<file path="src/rtl/shift_unit.sv">
// Multi-cycle shifter: SLL, SRL, SRA and ROTL by a runtime amount, at most STEP bits per clock.
// The operands are captured on the accepting edge, and the result stays in data_out until the next result.
module shift_unit #(
    parameter int WIDTH   = 32,
    parameter int SHAMT_W = 5,
    parameter int STEP    = 1
) (
    input  logic               clock,
    input  logic               reset,
    input  logic               start,
    input  logic [1:0]         mode,
    input  logic [WIDTH-1:0]   data_in,
    input  logic [SHAMT_W-1:0] shamt,
    output logic               busy,
    output logic               done,
    output logic [WIDTH-1:0]   data_out
);

    typedef enum logic [1:0] {
        IDLE  = 2'd0,
        SHIFT = 2'd1,
        DONE  = 2'd2
    } state_t;

    localparam logic [1:0] MODE_SLL  = 2'b00;
    localparam logic [1:0] MODE_SRL  = 2'b01;
    localparam logic [1:0] MODE_SRA  = 2'b10;
    localparam logic [1:0] MODE_ROTL = 2'b11;

    // One extra bit so that STEP == WIDTH can be represented.
    localparam logic [SHAMT_W:0] STEP_W = (SHAMT_W + 1)'(STEP);

    state_t               state_reg;
    logic [WIDTH-1:0]     work_reg;
    logic [WIDTH-1:0]     work_next;
    logic [SHAMT_W-1:0]   rem_reg;
    logic [SHAMT_W-1:0]   rem_next;
    logic [SHAMT_W-1:0]   k;
    logic [1:0]           mode_reg;
    logic                 sign_reg;
    logic                 busy_reg;
    logic                 done_reg;
    logic [WIDTH-1:0]     data_out_reg;
    logic [2*WIDTH-1:0]   rot_dbl;
    logic [2*WIDTH-1:0]   sra_dbl;

    always_comb begin
        k = ({1'b0, rem_reg} > STEP_W) ? STEP_W[SHAMT_W-1:0] : rem_reg;
        rem_next = rem_reg - k;
        // Double-width shifts handle the rotate wrap-around and the sign fill.
        // They also stay well defined when k is 0.
        rot_dbl = {work_reg, work_reg} << k;
        sra_dbl = {{WIDTH{sign_reg}}, work_reg} >> k;
        work_next = work_reg;
        case (mode_reg)
            MODE_SLL:  work_next = work_reg << k;
            MODE_SRL:  work_next = work_reg >> k;
            MODE_SRA:  work_next = sra_dbl[WIDTH-1:0];
            MODE_ROTL: work_next = rot_dbl[2*WIDTH-1:WIDTH];
            default:   work_next = work_reg;
        endcase
    end

    always_ff @(posedge clock or posedge reset) begin
        if (reset) begin
            state_reg    <= IDLE;
            work_reg     <= '0;
            rem_reg      <= '0;
            mode_reg     <= MODE_SLL;
            sign_reg     <= 1'b0;
            busy_reg     <= 1'b0;
            done_reg     <= 1'b0;
            data_out_reg <= '0;
        end else begin
            case (state_reg)
                IDLE, DONE: begin
                    done_reg <= 1'b0;
                    if (start) begin
                        work_reg  <= data_in;
                        rem_reg   <= shamt;
                        mode_reg  <= mode;
                        sign_reg  <= data_in[WIDTH-1];
                        busy_reg  <= 1'b1;
                        state_reg <= SHIFT;
                    end else begin
                        busy_reg  <= 1'b0;
                        state_reg <= IDLE;
                    end
                end
                SHIFT: begin
                    work_reg <= work_next;
                    rem_reg  <= rem_next;
                    if (rem_next == '0) begin
                        data_out_reg <= work_next;
                        done_reg     <= 1'b1;
                        busy_reg     <= 1'b0;
                        state_reg    <= DONE;
                    end
                end
                default: begin
                    busy_reg  <= 1'b0;
                    done_reg  <= 1'b0;
                    state_reg <= IDLE;
                end
            endcase
        end
    end

    assign busy     = busy_reg;
    assign done     = done_reg;
    assign data_out = data_out_reg;

endmodule

</file>
<file path="config.mk">
export PLATFORM = sky130hd
export DESIGN_NAME = shift_unit
export DESIGN_NICKNAME = d
export VERILOG_FILES = /design/src/rtl/shift_unit.sv
export SDC_FILE = /design/constraint.sdc
export NUM_CORES = 1
export LEC_CHECK = 0
export ABC_AREA = 1
export BUFFER_PORTS_ARGS = -buffer_cell sky130_fd_sc_hd__buf_2
export CELL_PAD_IN_SITES_DETAIL_PLACEMENT = 1
export CELL_PAD_IN_SITES_GLOBAL_PLACEMENT = 2
export CORE_MARGIN = 4
export CORE_UTILIZATION = 35
export CTS_BUF_LIST = sky130_fd_sc_hd__clkbuf_2 sky130_fd_sc_hd__clkbuf_4 sky130_fd_sc_hd__clkbuf_8
export DETAILED_ROUTE_END_ITERATION = 10
export GPL_TIMING_DRIVEN = 0
export PLACE_DENSITY = 0.89
export SYNTH_ARGS = -nofsm -noshare
export SYNTH_HDL_FRONTEND = slang
export SYNTH_SLANG_ARGS = --single-unit
export TNS_END_PERCENT = 100
</file>
<file path="constraint.sdc">
create_clock -name clock -period 5.6 [get_ports clock]
set_clock_uncertainty 0.2 [all_clocks]
set_input_delay 0.28 -clock clock [delete_from_list [all_inputs] [get_ports clock]]
set_output_delay 0.28 -clock clock [all_outputs]
set_load 0.01 [all_outputs]
</file>
==> impl_metrics.py, run 1 <==
metrics = {
    "sta": {
        "grt_setup_unrepaired": "no",
        "fin_tns_setup_ns": 0,
        "worstMarginPinSlew_ns": 0.5574,
        "period_share_pct": 43.49,
        "slew_viol_final": 0,
        "hold_viol_final": 1,
        "setup_violations": 0,
        "hold_ws_ns": -0.0001745,
        "relSlewSlack_pct": 62.84,
        "max_freq_mhz": 410.6,
        "period_needed_ns": 2.436,
    },
    "final_layout": {
        "n_antenna_cell": 0,
        "nNetsFinal": 701,
        "final_common_cell": "nand2_1",
        "drive_above_1_share_pct": 18.03,
        "final_cell_mix": "234 x nand2_1, 82 x buf_2, 75 x dfrtp_1",
        "areaGrowthSynthToFinish_pct": 22.27,
    },
    "route": {
        "drtPass1Iterations": 4,
        "routedWlPerCell_um": 16.43,
        "totalWireLength_um": 13200,
        "ant_nets": 0,
        "vias": 3977,
        "routed_via_density": 4.953,
        "drc": 0,
        "drt_iter0_drc": 155,
    },
    "clocking": {
        "ctsResizeCount": 0,
        "cts_htree_levels": 3,
        "clock_path_buffers": 2,
        "cts_sinks": 75,
        "post_cts_buffers": 0,
        "cts_made_buffers": 9,
        "clock_latency_ns": 0.36,
        "clkTransAtPathRegs_ns": 0.08,
        "postCtsHoldBufs": 9,
        "tritoncts": "yes",
        "clockRootBuffer": "clkbuf_8",
    },
    "pwr": {
        "p_comb_share_pct": 52.8,
        "p_leak_nw": 2.589,
        "p_total_mw": 3.013,
        "p_switching_mw": 1.415,
        "power_density_nw_per_um2": 605.8,
        "clockPowerShare_pct": 16.5,
        "seq_power_share_pct": 30.7,
        "switching_share_pct": 46.97,
        "power.internal_mw": 1.598,
        "vdd_ir_drop_max_mv": 0.1947,
    },
    "min_path": {
        "worstHoldPathType": "input port to flop",
    },
    "worst_setup_path": {
        "crit_type": "flop to flop",
        "cp-end-kind": "flop",
        "path_max_fanout": 10,
        "start_kind": "flop",
        "cp_data_arrival_time_ns": 2.46,
        "crit_required_ns": 5.62,
    },
    "floorplan": {
        "chipWidth_um": 115.8,
        "dieArea_um2": 13410,
        "num_rows": 39,
        "initial_core_util_pct": 35.62,
        "ioPinCount": 76,
        "core_um2": 11420,
        "dieHeight_um": 115.8,
    },
    "logic_synthesis": {
        "synthMuxAreaShare_pct": 0,
        "netlist_instances": 559,
        "synth-simple-area-share_pct": 26.05,
        "ys_seq_area_share_pct": 46.14,
        "synth_top_cell_area_share_pct": 46.14,
        "syn_nets": 605,
        "postSynthAreaPerCell_um2": 7.277,
        "synth_top_family_by_area": "simple AND/OR/NAND/NOR gates",
        "yosysTopAreaCell": "dfrtp_1",
        "synth_compound_area_share_pct": 16.86,
        "synth_xor_area_share_pct": 0,
        "synth_warnings": 0,
        "synth_area_um2": 4068,
        "ys_types": 27,
        "yosys-top-cells-area": "dfrtp_1 46%, nand2_1 22%, o21ai_0 7.5%, inv_1 5.4%, o21bai_1 4.1%",
        "synth_fa_ha_area_share_pct": 1.230,
        "ys_ff_latch": 75,
    },
    "status": {
        "status": "complete, but fails checks",
        "failed_checks": "negative hold slack",
    },
    "grt": {
        "antenna_found_initial": 0,
        "gr-usage-all-layers_pct": 20.63,
        "grt_pass1_wl_um": 21510,
        "grt_max_degree": 60,
        "grt_pass1_vias": 4184,
        "grt_overflow_total": 0,
    },
    "placement": {
        "dp_hpwl_um": 9501,
        "finalWeightedCongestion": 0.8007,
        "numPortBuffers": 75,
    },
    "flow_run": {
        "drv_cap": 0,
    },
}
-- kinds of logic after synthesis --
family / Yosys count
AO/OA/AOI/OAI: 120
adder cells (fa/ha/maj): 4
buffers and inverters: 91
flip-flops: 75
AND/OR/NAND/NOR: 269
-- through the flow --
step | setup slack [ns] | cells | instance area, um2 | utilization (%)
global placement | 2.083 | 777 | 4622 | 40.48
global route | 3.002 | 803 | 4974 | 43.56
CTS | 3.134 | 803 | 4974 | 43.56
finish | 3.164 | 803 | 4974 | 43.56
detailed placement | 3.138 | 778 | 4652 | 40.74
floorplan | 3.210 | 559 | 4068 | -
-- layout make-up --
type | count | area (um2)
clock buffers | 12 | 158.9
inverters | 62 | 235.2
clock inverters | 4 | 72.57
fillers | 1481 | 6445
repair buffers | 85 | 493.0
plain buffers | 29 | 162.7
flip-flops and latches | 75 | 1877
multi-input cells | 393 | 1795
well taps | 143 | 178.9
-- critical path, cell delays in order, from the launching register on --
cell	delay (ns)
dfrtp_1	0.41
nor2_1	0.23
nand2_1	0.13
nand2_1	0.11
ha_1	0.17
inv_1	0.08
nand3_1	0.10
nand2_1	0.07
nand2_2	0.09
nor2_4	0.04
nand3_2	0.08
clkbuf_1	0.43
o21ai_0	0.17
-- synthesized netlist by cell type --
| library cell | count |
|---|---|
| clkbuf_1 | 14 |
| buf_1 | 1 |
| dfrtp_1 | 75 |
| ha_1 | 4 |
| a22oi_2 | 2 |
| o22ai_1 | 5 |
| nor2_2 | 1 |
| nand3_1 | 6 |
| o21ai_1 | 19 |
| buf_4 | 2 |
| buf_2 | 7 |
| inv_2 | 3 |
| o211ai_1 | 2 |
| a21oi_1 | 8 |
| nand4_1 | 2 |
| nand2_1 | 234 |
| o21ai_0 | 61 |
| nor2_1 | 19 |
| or2_1 | 1 |
| o221ai_1 | 1 |
| nor2_4 | 2 |
| o21bai_1 | 22 |
| buf_6 | 5 |
| nand2_2 | 2 |
| nand3_2 | 2 |
| inv_1 | 58 |
| clkinv_1 | 1 |
-- per-layer routing --
metal | up-vias | global-route usage (%) | share of wire, % | routed length (um)
met5 | - | 0 | 0 | 0
met3 | 18 | 3.290 | 5.0 | 657
met1 | 1924 | 27.82 | 46 | 6048
met4 | 0 | 6.497 | 1.9 | 250
met2 | 96 | 34.14 | 47 | 6241
li1 | 1939 | - | - | -
-- power groups by stage --
stage / logic [mW] / clock network [mW] / registers (mW)
3_5_place_dp: 1.59 / 0 / 0.935
3_3_place_gp: 1.53 / 0 / 0.923
4_1_cts: 1.61 / 0.504 / 0.926
2_1_floorplan: 1.01 / 0 / 0.969
5_1_grt: 1.81 / 0.533 / 0.958
6_report: 1.59 / 0.498 / 0.924
-- final timing paths --
path	to	slack [ns]	depth (start not counted)	startpoint
min in group asynchronous	data_out[23]$_DFFE_PP0P_	0.20	3	reset
min reg2reg	data_out[22]$_DFFE_PP0P_	0.28	2	data_out[22]$_DFFE_PP0P_
max reg2reg	data_out[17]$_DFFE_PP0P_	3.16	12	rem_reg[4]$_DFFE_PP0P_
min	rem_reg[1]$_DFFE_PP0P_	-0.0002	3	shamt[1]
max	data_out[17]$_DFFE_PP0P_	3.16	12	rem_reg[4]$_DFFE_PP0P_
max in group asynchronous	work_reg[29]$_DFFE_PP0P_	4.40	4	reset
No activity file was read; power rests on OpenSTA's default activity.
==> inputs of run 2 (changes only) <==
CORE_UTILIZATION = 32   (was 35)
PLACE_DENSITY = 0.83   (was 0.89)
clock period = 2.3 ns   (was 5.6 ns; I/O delays follow)
==> run 2 against run 1 <==
The run now ends clean; final area rose by 7.6%; clock-buffer cell count did not move; hold slack gained 0.074 ns; flip-flop and latch count unchanged; die area grew 8.7%; sequential share of layout area fell by 2.6 points; register-to-register slack lost 3.0 ns; sequential power increased by 150%; clock power rose by 120%; non-clock buffer count up 34; critical path depth increased by 1; utilization increased by 0.29 points; critical endpoint is now data_out[0]$_DFFE_PP0P_; largest cell class unchanged; largest power group unchanged.
==> impl_metrics.py, run 2 (same netlist as run 1, synthesis figures left out) <==
metrics = {
    "status": {
        "status": "finished, final reports clean",
    },
    "pwr": {
        "switching_share_pct": 47.38,
        "clockPowerShare_pct": 15.2,
        "seq_power_share_pct": 30.8,
        "power_density_nw_per_um2": 1377,
        "vdd_ir_drop_max_mv": 0.4828,
        "p_comb_share_pct": 54.0,
        "power.internal_mw": 3.880,
        "p_switching_mw": 3.493,
        "p_leak_nw": 2.733,
    },
    "sta": {
        "period_share_pct": 94.02,
        "period_needed_ns": 2.162,
        "slew_viol_final": 0,
        "hold_ws_ns": 0.07426,
        "setup_violations": 0,
        "relSlewSlack_pct": 61.87,
        "worstMarginPinSlew_ns": 0.5719,
        "hold_viol_final": 0,
        "max_freq_mhz": 462.5,
        "fin_tns_setup_ns": 0,
    },
    "floorplan": {
        "dieHeight_um": 120.7,
        "initial_core_util_pct": 33.31,
        "chipWidth_um": 120.7,
        "core_um2": 12210,
        "ioPinCount": 76,
        "num_rows": 40,
        "dieArea_um2": 14580,
    },
    "grt": {
        "grt_pass1_wl_um": 22900,
        "grt_max_degree": 52,
        "grt_overflow_total": 0,
        "antenna_found_initial": 0,
        "grt_pass1_vias": 4421,
        "gr-usage-all-layers_pct": 20.10,
    },
    "worst_setup_path": {
        "worst_path_largest_cell_delay_ns": 0.45,
        "critical_path.top_delay_family": "simple AND/OR/NAND/NOR gates",
        "crit_cells": 13,
        "start_kind": "flop",
        "cp_data_arrival_time_ns": 2.21,
        "cp_slowest_cell": "dfrtp_2",
        "cp-end-kind": "flop",
        "crit_type": "flop to flop",
        "path_max_fanout": 10,
        "crit_chain": "nor2_4 -> nand2_1 -> nand2_2 -> ha_2 -> inv_2 -> nand4_1 -> nand2_2 -> nor2_4 -> nand3_4 -> buf_8 -> buf_6 -> nand2_1 -> o21ai_1",
        "crit_required_ns": 2.34,
        "reg2reg_depth": 13,
        "worst-path-buf-inv": 3,
    },
    "final_layout": {
        "fillers": 1595,
        "final_cell_mix": "233 x nand2_1, 83 x buf_2, 72 x dfrtp_1",
        "areaGrowthSynthToFinish_pct": 31.62,
        "final-seq-area_um2": 1881,
        "n_antenna_cell": 0,
        "nNetsFinal": 735,
        "drive_above_1_share_pct": 19.02,
        "fin_cells": 862,
        "final_common_cell": "nand2_1",
        "multi_input_area_um2": 1815,
        "final_area_um2": 5354,
    },
    "placement": {
        "dp_hpwl_um": 9730,
        "finalWeightedCongestion": 0.8173,
        "numPortBuffers": 75,
        "placed_area_um2": 4683,
        "placed_cells": 803,
    },
    "route": {
        "vias": 4069,
        "dr.max_layer_used": "met4",
        "drt_iter0_drc": 162,
        "ant_nets": 0,
        "routedWlPerCell_um": 16.11,
        "met2_length_um": 6644,
        "wl_met3_um": 402,
        "totalWireLength_um": 13890,
        "routed_via_density": 4.720,
        "wl_met1_um": 6568,
        "drtPass1Iterations": 4,
        "drc": 0,
    },
    "clocking": {
        "cts_sinks": 75,
        "clkTransAtPathRegs_ns": 0.08,
        "clockRootBuffer": "clkbuf_8",
        "tritoncts": "yes",
        "clock_path_buffers": 2,
        "cts_made_buffers": 9,
        "cts_htree_levels": 3,
        "clock_latency_ns": 0.37,
    },
    "min_path": {
        "worstHoldPathType": "input port to asynchronous set/reset pin",
    },
    "flow_run": {
        "drv_cap": 0,
    },
}
-- run 2: changes by cell type in the layout (fill, tap and decap cells not counted), sizes merged --
| cell | change |
|---|---|
| clkinv | +1 |
| buf | +3 |
| clkbuf | -1 |
| dlygate4sd3 | +32 |
| bufinv | -1 |
-- run 2: path summary, 6_finish.rpt --
check | startpoint | to | slack (ns)
setup / recovery | rem_reg[2]$_DFFE_PP0P_ | data_out[0]$_DFFE_PP0P_ | 0.14
hold / removal | reset | work_reg[18]$_DFFE_PP0P_ | 0.07
setup reg to reg | rem_reg[2]$_DFFE_PP0P_ | data_out[0]$_DFFE_PP0P_ | 0.14
hold reg to reg | data_out[4]$_DFFE_PP0P_ | data_out[4]$_DFFE_PP0P_ | 0.28
max in group asynchronous | reset | data_out[26]$_DFFE_PP0P_ | 1.23
min in group clock | data_out[4]$_DFFE_PP0P_ | data_out[4]$_DFFE_PP0P_ | 0.28
-- run 2: cell type report --
cell class | instances | share of cell area [%]
sequential | 75 | 35.12
multi-input combinational | 393 | 33.91
timing repair buffer | 119 | 15.47
inverter | 62 | 4.394
tap | 168 | 3.926
buffer | 29 | 3.202
clock buffer | 12 | 3.085
clock inverter | 4 | 0.8881
-- run 2: what timing repair did --
item	4_1_cts	5_1_grt
cloned	0	0
pin swaps	0	1
endpoints found under the hold margin	117	0
resized for setup	1	17
setup buffers	0	2
endpoints found under the setup margin	10	36
hold buffers	41	0
-- run 2: layer usage --
| layer | track usage (%) | up-vias |
|---|---|---|
| met5 | 0 | - |
| li1 | - | 2012 |
| met2 | 33.92 | 74 |
| met3 | 2.385 | 16 |
| met4 | 7.365 | 0 |
| met1 | 26.52 | 1967 |
-- run 2: metrics by stage --
stage | util, % | power [mW] | setup slack (ns)
after floorplan | - | 4.823 | 0.07503
after global routing | 43.84 | 8.124 | -0.008256
after CTS | 43.46 | 7.384 | 0.02919
after global placement | 38.10 | 6.012 | -1.051
final | 43.84 | 7.373 | 0.1376
after detailed placement | 38.35 | 6.165 | -0.1390
-- run 2: tightest hold or removal path: cells and delay by family --
family                 cells  cell delay [ns]
buffers and inverters      3             0.93
-- run 2: power by group through the flow --
stage | clock network, mW | registers [mW] | logic, mW
finish | 1.12 | 2.27 | 3.98
global route | 1.20 | 2.35 | 4.57
CTS | 1.16 | 2.26 | 3.97
detailed placement | 0 | 2.28 | 3.88
global placement | 0 | 2.25 | 3.76
floorplan | 0 | 2.36 | 2.46
==> inputs of run 3 (changes only) <==
CORE_MARGIN = not set   (was 4)
==> run 3 against run 2 <==
Die area shrank 9.7%; flip-flop and latch count is the same; clock power shrank 17%; non-clock buffer count is the same; via count shrank 0.37%; hold slack gained 0.0092 ns; maximum frequency grew 0.20%; critical endpoint unchanged; largest power group unchanged.
==> impl_metrics.py, run 3 (same netlist as run 1, synthesis figures left out) <==
metrics = {
    "worst_setup_path": {
        "cp_data_arrival_time_ns": 2.20,
        "worstReg2RegStart": "rem_reg[3]$_DFFE_PP0P_",
        "cp-end-kind": "flop",
        "crit_required_ns": 2.34,
        "timing.rr.end": "data_out[0]$_DFFE_PP0P_",
        "path_max_fanout": 10,
        "crit_type": "flop to flop",
        "reg2reg_depth": 13,
        "regToRegSetupSlack_ns": 0.14,
        "start_kind": "flop",
    },
    "grt": {
        "grt_overflow_total": 0,
        "grt_pass1_vias": 4308,
        "grt_max_degree": 51,
        "grt_pass1_wl_um": 22160,
        "antenna_found_initial": 0,
        "gr-usage-all-layers_pct": 22.15,
    },
    "sta": {
        "hold_viol_final": 0,
        "relSlewSlack_pct": 64.12,
        "layout_setup_ws_ns": 0.1419,
        "grt_setup_unrepaired": "yes",
        "period_share_pct": 93.83,
        "worstMarginPinSlew_ns": 0.5382,
        "max_freq_mhz": 463.4,
        "slew_viol_final": 0,
        "period_needed_ns": 2.158,
        "setup_violations": 0,
    },
    "final_layout": {
        "fin_cells": 861,
        "final_area_um2": 5310,
        "n_antenna_cell": 0,
        "final_common_cell": "nand2_1",
        "nNetsFinal": 735,
        "areaGrowthSynthToFinish_pct": 30.54,
        "final_cell_mix": "232 x nand2_1, 82 x buf_2, 75 x dfrtp_1",
        "final-seq-area_um2": 1877,
        "utilization_pct": 43.48,
        "multi_input_area_um2": 1818,
        "fillers": 1604,
        "drive_above_1_share_pct": 18.33,
    },
    "floorplan": {
        "num_rows": 40,
        "dieArea_um2": 13170,
        "dieHeight_um": 114.7,
        "ioPinCount": 76,
        "chipWidth_um": 114.7,
        "core_um2": 12210,
        "initial_core_util_pct": 33.31,
    },
    "clocking": {
        "clock_latency_ns": 0.36,
        "clockRootBuffer": "clkbuf_8",
        "clkTransAtPathRegs_ns": 0.08,
        "cts_made_buffers": 9,
        "cts_htree_levels": 3,
        "cts_sinks": 75,
        "tritoncts": "yes",
        "clock_path_buffers": 2,
    },
    "flow_run": {
        "drv_cap": 0,
    },
    "placement": {
        "placed_area_um2": 4683,
        "dp_hpwl_um": 9482,
        "numPortBuffers": 75,
        "finalWeightedCongestion": 0.7900,
        "place_ws_ns": -0.2083,
        "placed_cells": 803,
    },
    "route": {
        "drt_iter0_drc": 148,
        "drtPass1Iterations": 4,
        "ant_nets": 0,
        "totalWireLength_um": 13320,
        "routed_via_density": 4.708,
        "vias": 4054,
        "drc": 0,
        "routedWlPerCell_um": 15.48,
    },
    "status": {
        "status": "finished, final reports clean",
    },
    "pwr": {
        "vdd_ir_drop_max_mv": 0.4301,
        "p_leak_nw": 2.721,
        "power_density_nw_per_um2": 1349,
        "p_total_mw": 7.164,
    },
    "min_path": {
        "worstHoldPathType": "input port to asynchronous set/reset pin",
    },
}
==> run 3: cell types whose count changed in the layout (fill, tap and decap cells not counted), sizes merged <==
cell and change:
bufinv -1, buf -1, clkinv +1, clkinvlp -1
clkbuf +1
==> run 3: worst max-delay path: stages, from the launching register on <==
cell     delay [ns]
dfrtp_1        0.43
nor2_4         0.15
nand2_2        0.08
nand2_2        0.07
ha_2           0.18
inv_2          0.05
nand4_1        0.10
nand2_2        0.08
nor2_4         0.14
nand3_4        0.10
buf_12         0.16
buf_6          0.15
nand2_1        0.06
o21ai_1        0.07
==> run 3: per-stage QoR <==
| stage | TNS [ns] | hold slack (ns) |
|---|---|---|
| after floorplan | 0 | 0.03595 |
| after global placement | -79.16 | 0.1316 |
| after detailed placement | -1.639 | -0.07316 |
| after CTS | 0 | 0.08777 |
| after global routing | -0.05388 | 0.1139 |
| final | 0 | 0.08347 |
==> run 3: worst max-delay path by stage <==
stage	start	end	depth (start not counted)
after floorplan	reset	busy$_DFFE_PP0P_	1
after global placement	reset	work_reg[3]$_DFFE_PP0P_	2
after detailed placement	rem_reg[4]$_DFFE_PP0P_	data_out[17]$_DFFE_PP0P_	12
after CTS	rem_reg[4]$_DFFE_PP0P_	data_out[0]$_DFFE_PP0P_	13
after global routing	rem_reg[3]$_DFFE_PP0P_	data_out[0]$_DFFE_PP0P_	13
final	rem_reg[3]$_DFFE_PP0P_	data_out[0]$_DFFE_PP0P_	13
==> run 3: power breakdown <==
part	switching, mW	internal [mW]	leakage [nW]
Combinational	2.62	1.34	1.70
Sequential	0.323	1.94	0.931
Clock	0.498	0.435	0.0928
Total	3.44	3.72	2.72
==> run 3: routing by layer <==
metal | vias to the layer above | global-route usage (%) | wire, um
met1 | 1943 | 29.14 | 6411
met5 | - | 0 | 0
met4 | 0 | 7.532 | 230
met2 | 82 | 37.74 | 6251
met3 | 20 | 2.847 | 431
li1 | 2009 | - | -
==> run 3: repair_timing <==
item / in CTS / in global routing
setup buffers: 1 / 1
gates resized for setup: 2 / 10
pin swaps: 1 / 2
endpoints found under the setup margin: 12 / 37
hold buffers: 41 / 0
hold endpoints to repair: 117 / 0
==> run 3: layout make-up <==
| cell class | count | area share, % |
|---|---|---|
| clock inverter | 3 | 0.2828 |
| sequential | 75 | 35.34 |
| tap | 168 | 3.959 |
| inverter | 62 | 4.430 |
| clock buffer | 12 | 2.875 |
| buffer | 29 | 3.275 |
| timing repair buffer | 119 | 15.60 |
| multi-input combinational | 393 | 34.24 |
